## config.mk

```make
export PLATFORM = sky130hd
export DESIGN_NAME = sa3x3_ctrl
export DESIGN_NICKNAME = d
export VERILOG_FILES = /design/src/rtl/sa_ctrl_pkg.sv /design/src/rtl/sa_skew_line.sv /design/src/rtl/sa3x3_ctrl.sv
export SDC_FILE = /design/constraint.sdc
export NUM_CORES = 1
export LEC_CHECK = 0
export ABC_AREA = 1
export BUFFER_PORTS_ARGS = -buffer_cell sky130_fd_sc_hd__buf_2
export CORE_MARGIN = 2
export CORE_UTILIZATION = 47
export CTS_CLUSTER_SIZE = 28
export DETAILED_ROUTE_END_ITERATION = 6
export GPL_ROUTABILITY_DRIVEN = 1
export HOLD_SLACK_MARGIN = 0.12
export PLACE_DENSITY = 0.79
export SYNTH_ARGS = -nofsm -noshare
export SYNTH_HDL_FRONTEND = slang
export SYNTH_SLANG_ARGS = --single-unit
```

## constraint.sdc

```tcl
create_clock -name clk -period 11.2 [get_ports clk]
set_clock_uncertainty 0.1 [all_clocks]
set_input_delay 0.56 -clock clk [delete_from_list [all_inputs] [get_ports clk]]
set_output_delay 0.56 -clock clk [all_outputs]
set_load 0.01 [all_outputs]
```

## src/rtl/sa_ctrl_pkg.sv

```systemverilog
// Shared sizing constants and state encoding for the 3x3 systolic array sequencer.
package sa_ctrl_pkg;

   localparam int DATA_W   = 8;
   localparam int N_ROWS   = 3;
   localparam int N_COLS   = 3;
   localparam int PIPE_LAT = 6;

   typedef logic [2:0] state_t;

   localparam state_t ST_IDLE  = 3'd0;
   localparam state_t ST_CLR   = 3'd1;
   localparam state_t ST_LOAD  = 3'd2;
   localparam state_t ST_RUN   = 3'd3;
   localparam state_t ST_DRAIN = 3'd4;

endpackage

```

## src/rtl/sa_skew_line.sv

```systemverilog
// Fixed-depth register chain used to stagger activations into rows and realign column sums.
module sa_skew_line
   import sa_ctrl_pkg::*;
#(
   parameter int DEPTH = 1,
   parameter int WIDTH = DATA_W
) (
   input  logic             clk,
   input  logic             rst,
   input  logic [WIDTH-1:0] d_i,
   output logic [WIDTH-1:0] q_o
);

   logic [WIDTH-1:0] stage_q [DEPTH];

   always_ff @(posedge clk or posedge rst) begin
      if (rst) begin
         for (int i = 0; i < DEPTH; i++) begin
            stage_q[i] <= '0;
         end
      end else begin
         stage_q[0] <= d_i;
         for (int i = 1; i < DEPTH; i++) begin
            stage_q[i] <= stage_q[i-1];
         end
      end
   end

   assign q_o = stage_q[DEPTH-1];

endmodule

```

## src/rtl/sa3x3_ctrl.sv

```systemverilog
// Sequencer for the 3x3 weight-stationary array: loads weights, skews activations into
// the rows and realigns the column sums into one result vector per accepted input.
module sa3x3_ctrl
   import sa_ctrl_pkg::*;
(
   input  logic                            clk,
   input  logic                            rst,
   input  logic                            cfg_valid,
   output logic                            cfg_ready,
   input  logic [N_ROWS*N_COLS*DATA_W-1:0] cfg_weights,
   input  logic                            start,
   input  logic                            in_valid,
   output logic                            in_ready,
   input  logic [N_ROWS*DATA_W-1:0]        in_data,
   input  logic                            in_last,
   output logic                            out_valid,
   output logic [N_COLS*DATA_W-1:0]        out_data,
   output logic                            out_last,
   output logic                            busy,
   output logic                            sa_clear,
   output logic                            sa_weight_load,
   output logic [N_ROWS*N_COLS*DATA_W-1:0] sa_w,
   output logic [N_ROWS*DATA_W-1:0]        sa_act_in,
   output logic [N_COLS*DATA_W-1:0]        sa_psum_in,
   input  logic [N_COLS*DATA_W-1:0]        sa_psum_out
);

   state_t                            state_q, state_d;
   logic [N_ROWS*N_COLS*DATA_W-1:0]   weights_q, weights_d;
   logic [PIPE_LAT-1:0]               tagValid_q, tagLast_q;
   logic                              outValid_q, outLast_q;
   logic [N_COLS*DATA_W-1:0]          outData_q;
   logic                              accept;
   logic                              tagsPending;
   logic [N_ROWS*DATA_W-1:0]          actIn;
   logic [N_COLS*DATA_W-1:0]          colAligned;

   assign cfg_ready      = (state_q == ST_IDLE);
   assign in_ready       = (state_q == ST_RUN);
   assign busy           = (state_q != ST_IDLE);
   assign sa_clear       = (state_q == ST_CLR);
   assign sa_weight_load = (state_q == ST_LOAD);
   assign sa_w           = weights_q;
   assign sa_psum_in     = '0;
   assign accept         = in_valid & in_ready;

   // The oldest tag shifts out on the next edge, so only the younger stages keep DRAIN alive.
   assign tagsPending = |tagValid_q[PIPE_LAT-2:0];

   always_comb begin
      state_d   = state_q;
      weights_d = weights_q;
      case (state_q)
         ST_IDLE: begin
            if (cfg_valid) begin
               weights_d = cfg_weights;
               state_d   = ST_CLR;
            end else if (start) begin
               state_d = ST_CLR;
            end
         end
         ST_CLR:   state_d = ST_LOAD;
         ST_LOAD:  state_d = ST_RUN;
         ST_RUN:   if (accept && in_last) state_d = ST_DRAIN;
         ST_DRAIN: if (!tagsPending) state_d = ST_IDLE;
         default:  state_d = ST_IDLE;
      endcase
   end

   always_ff @(posedge clk or posedge rst) begin
      if (rst) begin
         state_q    <= ST_IDLE;
         weights_q  <= '0;
         tagValid_q <= '0;
         tagLast_q  <= '0;
         outValid_q <= 1'b0;
         outLast_q  <= 1'b0;
         outData_q  <= '0;
      end else begin
         state_q    <= state_d;
         weights_q  <= weights_d;
         tagValid_q <= {tagValid_q[PIPE_LAT-2:0], accept};
         tagLast_q  <= {tagLast_q[PIPE_LAT-2:0], accept & in_last};
         outValid_q <= tagValid_q[PIPE_LAT-1];
         outLast_q  <= tagLast_q[PIPE_LAT-1];
         outData_q  <= colAligned;
      end
   end

   // Cycles without an accepted vector push zeros so stale activations never reach the array.
   assign actIn = accept ? in_data : '0;

   for (genvar r = 0; r < N_ROWS; r++) begin : g_row
      sa_skew_line #(
         .DEPTH(r + 1),
         .WIDTH(DATA_W)
      ) u_skew (
         .clk(clk),
         .rst(rst),
         .d_i(actIn[r*DATA_W +: DATA_W]),
         .q_o(sa_act_in[r*DATA_W +: DATA_W])
      );
   end

   for (genvar c = 0; c < N_COLS; c++) begin : g_col
      if (c < N_COLS - 1) begin : g_delay
         sa_skew_line #(
            .DEPTH(N_COLS - 1 - c),
            .WIDTH(DATA_W)
         ) u_deskew (
            .clk(clk),
            .rst(rst),
            .d_i(sa_psum_out[c*DATA_W +: DATA_W]),
            .q_o(colAligned[c*DATA_W +: DATA_W])
         );
      end else begin : g_pass
         assign colAligned[c*DATA_W +: DATA_W] = sa_psum_out[c*DATA_W +: DATA_W];
      end
   end

   assign out_valid = outValid_q;
   assign out_last  = outLast_q;
   assign out_data  = outData_q;

endmodule

```

# Word-level counts from Yosys, hierarchy flattened
# Cells that the tools add are included.
# totals
regBits	185
input_bits	126
output_inout_bits	151
word_cells	37
# op_classes
n_eq_ne	7
n_mux	6
n_bitwise	2
reduce_logical	6
# ops
op	n
24-bit two-way mux	1
3-bit case mux with 5 select lines	1
3-bit two-way mux	4
3-bit by 2-bit equality test with 1-bit output, second input constant	2
5-bit OR reduction	1
3-bit by 1-bit equality test with 1-bit output, second input constant	1
3-bit equality test, second input constant	1
3-bit zero test	1
3-bit by 2-bit inequality test with 1-bit output, second input constant	1
3-bit AND reduction	1
3-bit nonzero test	1
1-bit AND	2
2-bit by 1-bit inequality test with 1-bit output, second input constant	1
2-bit inequality test, second input constant	1
2-bit AND reduction	1
1-bit logical AND	1

# Logic depth before layout (Yosys ltp)
# depth
ltp_word	5
mapped_depth	7
mapped_depth_nobuf	6

# Hierarchy
# Synthesis repeated with hierarchy kept, for this count alone.
# hier_totals
hier_cells	559
area_unflattened_um2	6419.9
# by_module_without_submodules
module	n_inst	cells_each	area_each_um2	seq_area_each_um2
sa3x3_ctrl	1	458	4419.2	2827.7
sa_skew_line at g_col[0].g_delay.u_deskew ...	2	25	464.2	400.4
sa_skew_line at g_row[2].u_skew	1	33	664.4	600.6
sa_skew_line at g_col[1].g_delay.u_deskew ...	2	9	203.9	200.2

# Least setup slack after synthesis
# Ideal clock, no wire load.
# synth_path
path_kind	flip-flop to output port
startpoint	register state_q[0]
endpoint	output port busy
arrival_time_ps	975
required_time_ps	10540
setup_slack_ps	9565
path_stages_with_launch	6
n_path_buf	1
cell_sequence	dfrtp_1 -> nor2_2 -> inv_2 -> nor2_4 -> buf_2 -> inv_1
# synth_via
elab_chain_len	1
# synth_rtl
element	line	text
start, declared	sa3x3_ctrl.sv:28	state_t state_q, state_d;
start signal, assigned	sa3x3_ctrl.sv:80	state_q <= state_d;
3-bit nonzero test	sa3x3_ctrl.sv:40	assign busy = (state_q != ST_IDLE);
end, declared	sa3x3_ctrl.sv:19	output logic busy,
# No other way between the ends.

# Final worst setup path
# layout_path
startpoint	register state_q[0]
endpoint	output port cfg_ready
# layout_via
elab_chain_len	1
# layout_rtl
element	line	text
3-bit zero test	sa3x3_ctrl.sv:38	assign cfg_ready = (state_q == ST_IDLE);
end, declared	sa3x3_ctrl.sv:9	output logic cfg_ready,
# No other way between the ends.

==> summary.md <==
| Metric | Value |
|---|---|
| Via count | 4497 |
| Hold Slack | 0.1222 ns |
| PortBufs | 252 |
| GRT Overall Usage | 19.05% |
| Worst path max stage delay | 0.59 ns |
| Commonest register cell after synthesis | dfrtp_1 |
| Main area contributors after synthesis | dfrtp_1, nand2_1, nand3_1 |
| Synth cell count leaders | dfrtp_1, nand2_1, nand3_1 |
| Pwr Density | 243.4 nW/um^2 |
| Max_cap viols | 0 |
| Antenna fix cells | 0 |
| Worst endpoint required time | 10.54 ns |
| Setup Crit Path Kind | flip-flop to primary output |
| Max Slew Vio Count | 0 |
| Crit path launch type | flip-flop |
| Die height | 119.7 um |
| Fin util | 62.46% |
| Fmax | 0.3732 GHz |
| Outcome | completed |
| Ys async rst share | 100.0% |
| Initial core utilization | 47.92% |
| I/O Pins | 277 |
| Yosys reg bits | 185 |
| Worst Path Max Fanout | 75 |
| Hold Fails Final Rpt | 0 |
| Area taken by multi-input logic gates | 1196 sq um |
| RePlAce Congestion | 0.8192 |
| Clk root buf | clkbuf_16 |
| Yosys top cell area share | 73.53% |
| Share of cells above drive strength 1 | 36.17% |
| Wire per inst | 13.69 um |
| Routed Antenna Nets | 0 |
| Final Cycle Share | 23.93% |
| Mapped cell area | 6296 sq um |
| Vias per cell | 4.561 |
| Critical-path cell with the highest stage delay | buf_4 |
| RSZ-0062 raised after global routing | no |
| CP endpoint kind | primary output |
| Drt first-iter violations | 248 |
| Max-Slew Margin vs Limit | 34.91% |
| Row cnt | 42 |
| NumNets Final | 923 |
| Filler cells | 1053 |
| CTS tree | yes |
| Area delta synth->final | 30.33% |
| Clock slew at reported path FFs | 0.07 ns |
| Synth cell types | 19 |
| CTS Buf Count | 17 |
| Placeable core area | 13140 sq um |
| Worst path arrival time | 2.02 ns |
| Clock latency on the worst-skew pair | 0.43 ns |
| Setup_tns | 0 ns |
| Maximum VDD drop | 126.7 uV |
| Yosys warnings | 0 |
| H-tree lvl count | 4 |
| First-pass GRT wire length | 20820 um |
| Worst path cell trace | nor2_2 > inv_2 > nor2_4 > buf_4 > buf_2 |
| Seq/Total Area, Yosys | 73.53% |
| Hpwl dp | 8666 um |
| Pin count of the biggest net entering global routing | 105 |
| LEAKAGE | 4.736 nW |
| Deepest clock path buffer count | 2 |
| Die area | 14340 sq um |
| Dpl cells | 936 |
| Post-synth EDFFs | 0 |
| Cells after synthesis | 546 |
| Slew @ Worst Pin | 0.9763 ns |
| Min Tclk post-route | 2.680 ns |
| Grt total ovfl | 0 |
| Fin cells | 986 |
| Area leader, netlist | dfrtp_1 |
| Type of the most critical hold path | primary input to asynchronous set/reset pin |
| Width of the chip | 119.7 um |
| Number of global-route vias before repair | 4325 |
| Top-count cell post-synth | dfrtp_1 |
| DRT Wirelength | 13500 um |
| Post-CTS Setup Repair Bufs | 0 |
| Drc violations | 0 |
| Initial antenna violation count | 0 |
| Reg area | 4629 sq um |
| Total iterations of the first detailed-routing run | 4 |
| Syn Area/Cell | 11.53 sq um |
| Clk sinks | 185 |
| Setup violations, final | 0 |
[path summary, 6_finish.rpt]
check	startpoint	end	slack [ns]	cells past startpoint
worst max-delay path	state_q[0]	cfg_ready	8.52	5
worst min-delay path	rst	g_col[0].g_delay.u_deskew.stage_q[15]	0.12	2
worst max register to register	state_q[0]	sa_w[69]	8.90	8
worst min register to register	g_row[2].u_skew.stage_q[15]	g_row[2].u_skew.q_o[7]	0.24	0
max in group asynchronous	rst	tagLast_q[2]	9.36	3
min in group clk	sa_psum_out[23]	out_data[23]	0.14	1
[registers in the layout, indices dropped and copies added, names as in the netlist]
register and flops:
g_row.u_skew.stage_q 24, tagLast_q 6, g_col.g_delay.u_deskew.stage_q 8, out_data 24
g_row.u_skew.q_o 24, out_valid 1, out_last 1, g_col.g_delay.u_deskew.q_o 16
state_q 3, sa_w 72, tagValid_q 6
[metal layers]
layer | part of all wire, % | up-vias | wire length (um) | track usage (%)
li1 | - | 2131 | - | -
met1 | 40 | 2160 | 5384 | 22.76
met2 | 51 | 184 | 6838 | 31.57
met3 | 7.1 | 22 | 963 | 6.654
met4 | 2.3 | 0 | 313 | 7.941
met5 | 0 | - | 0 | 0
[area by class of cell]
class	count	area share (%)
Clock buffer	20	5.444
Clock inverter	12	1.342
Inverter	33	1.601
Multi-Input combinational cell	286	14.58
Sequential cell	185	56.42
Tap cell	176	2.684
Timing Repair Buffer	274	17.93
[cells by family after synthesis]
| logic type | after synthesis | synth area share (%) |
|---|---|---|
| buffers and inverters | 98 | 8.883 |
| flip-flops | 185 | 73.53 |
| other | 1 | 0.05956 |
| AND/OR/NAND/NOR | 258 | 17.17 |
| AO/OA/AOI/OAI | 4 | 0.3577 |
[power breakdown]
part	switching (mW)	leakage (nW)	internal [mW]
clock	0.262	0.262	0.298
sequential	0.0782	2.35	0.836
combinational	0.326	2.13	0.196
[cells in the final DEF (no fill, tap or decap)]
cell and n:
nor3_1 1, clkinvlp_4 4, nand3b_1 1, dlygate4sd3_1 18, buf_4 4, a21oi_1 1, clkbuf_8 1, dfrtp_1 185
nand2_2 2, inv_2 1, nand3_1 74, clkinv_4 1, inv_8 5, o21ai_0 2, inv_1 31, nor2_2 1
nor2_4 1, o21bai_1 1, inv_6 3, or2_2 1, clkbuf_16 17, nor2_1 29, nand2_1 148, clkbuf_1 2
buf_2 252, conb_1 24
[repair_timing]
item                      CTS  global route
hold buffers               11             7
gates resized for setup     0             0
hold endpoints to repair   11             7
[critical path: cells and delay by family, from the launching register on]
family | cells | cell delay, ns
buf+inv | 3 | 0.92
flops | 1 | 0.41
simple gates | 2 | 0.24
[stage by stage]
step                      power (mW)  instance area [sq um]  worst slack (ns)
after floorplan                1.241                   6382             5.511
after global placement         1.429                   7468             8.869
after detailed placement       1.449                   7468             8.863
after CTS                      2.018                   8135             8.470
after global routing           2.122                   8205             8.379
final                          1.997                   8205             8.520
Note: power is estimated with default switching activity, not from simulation.
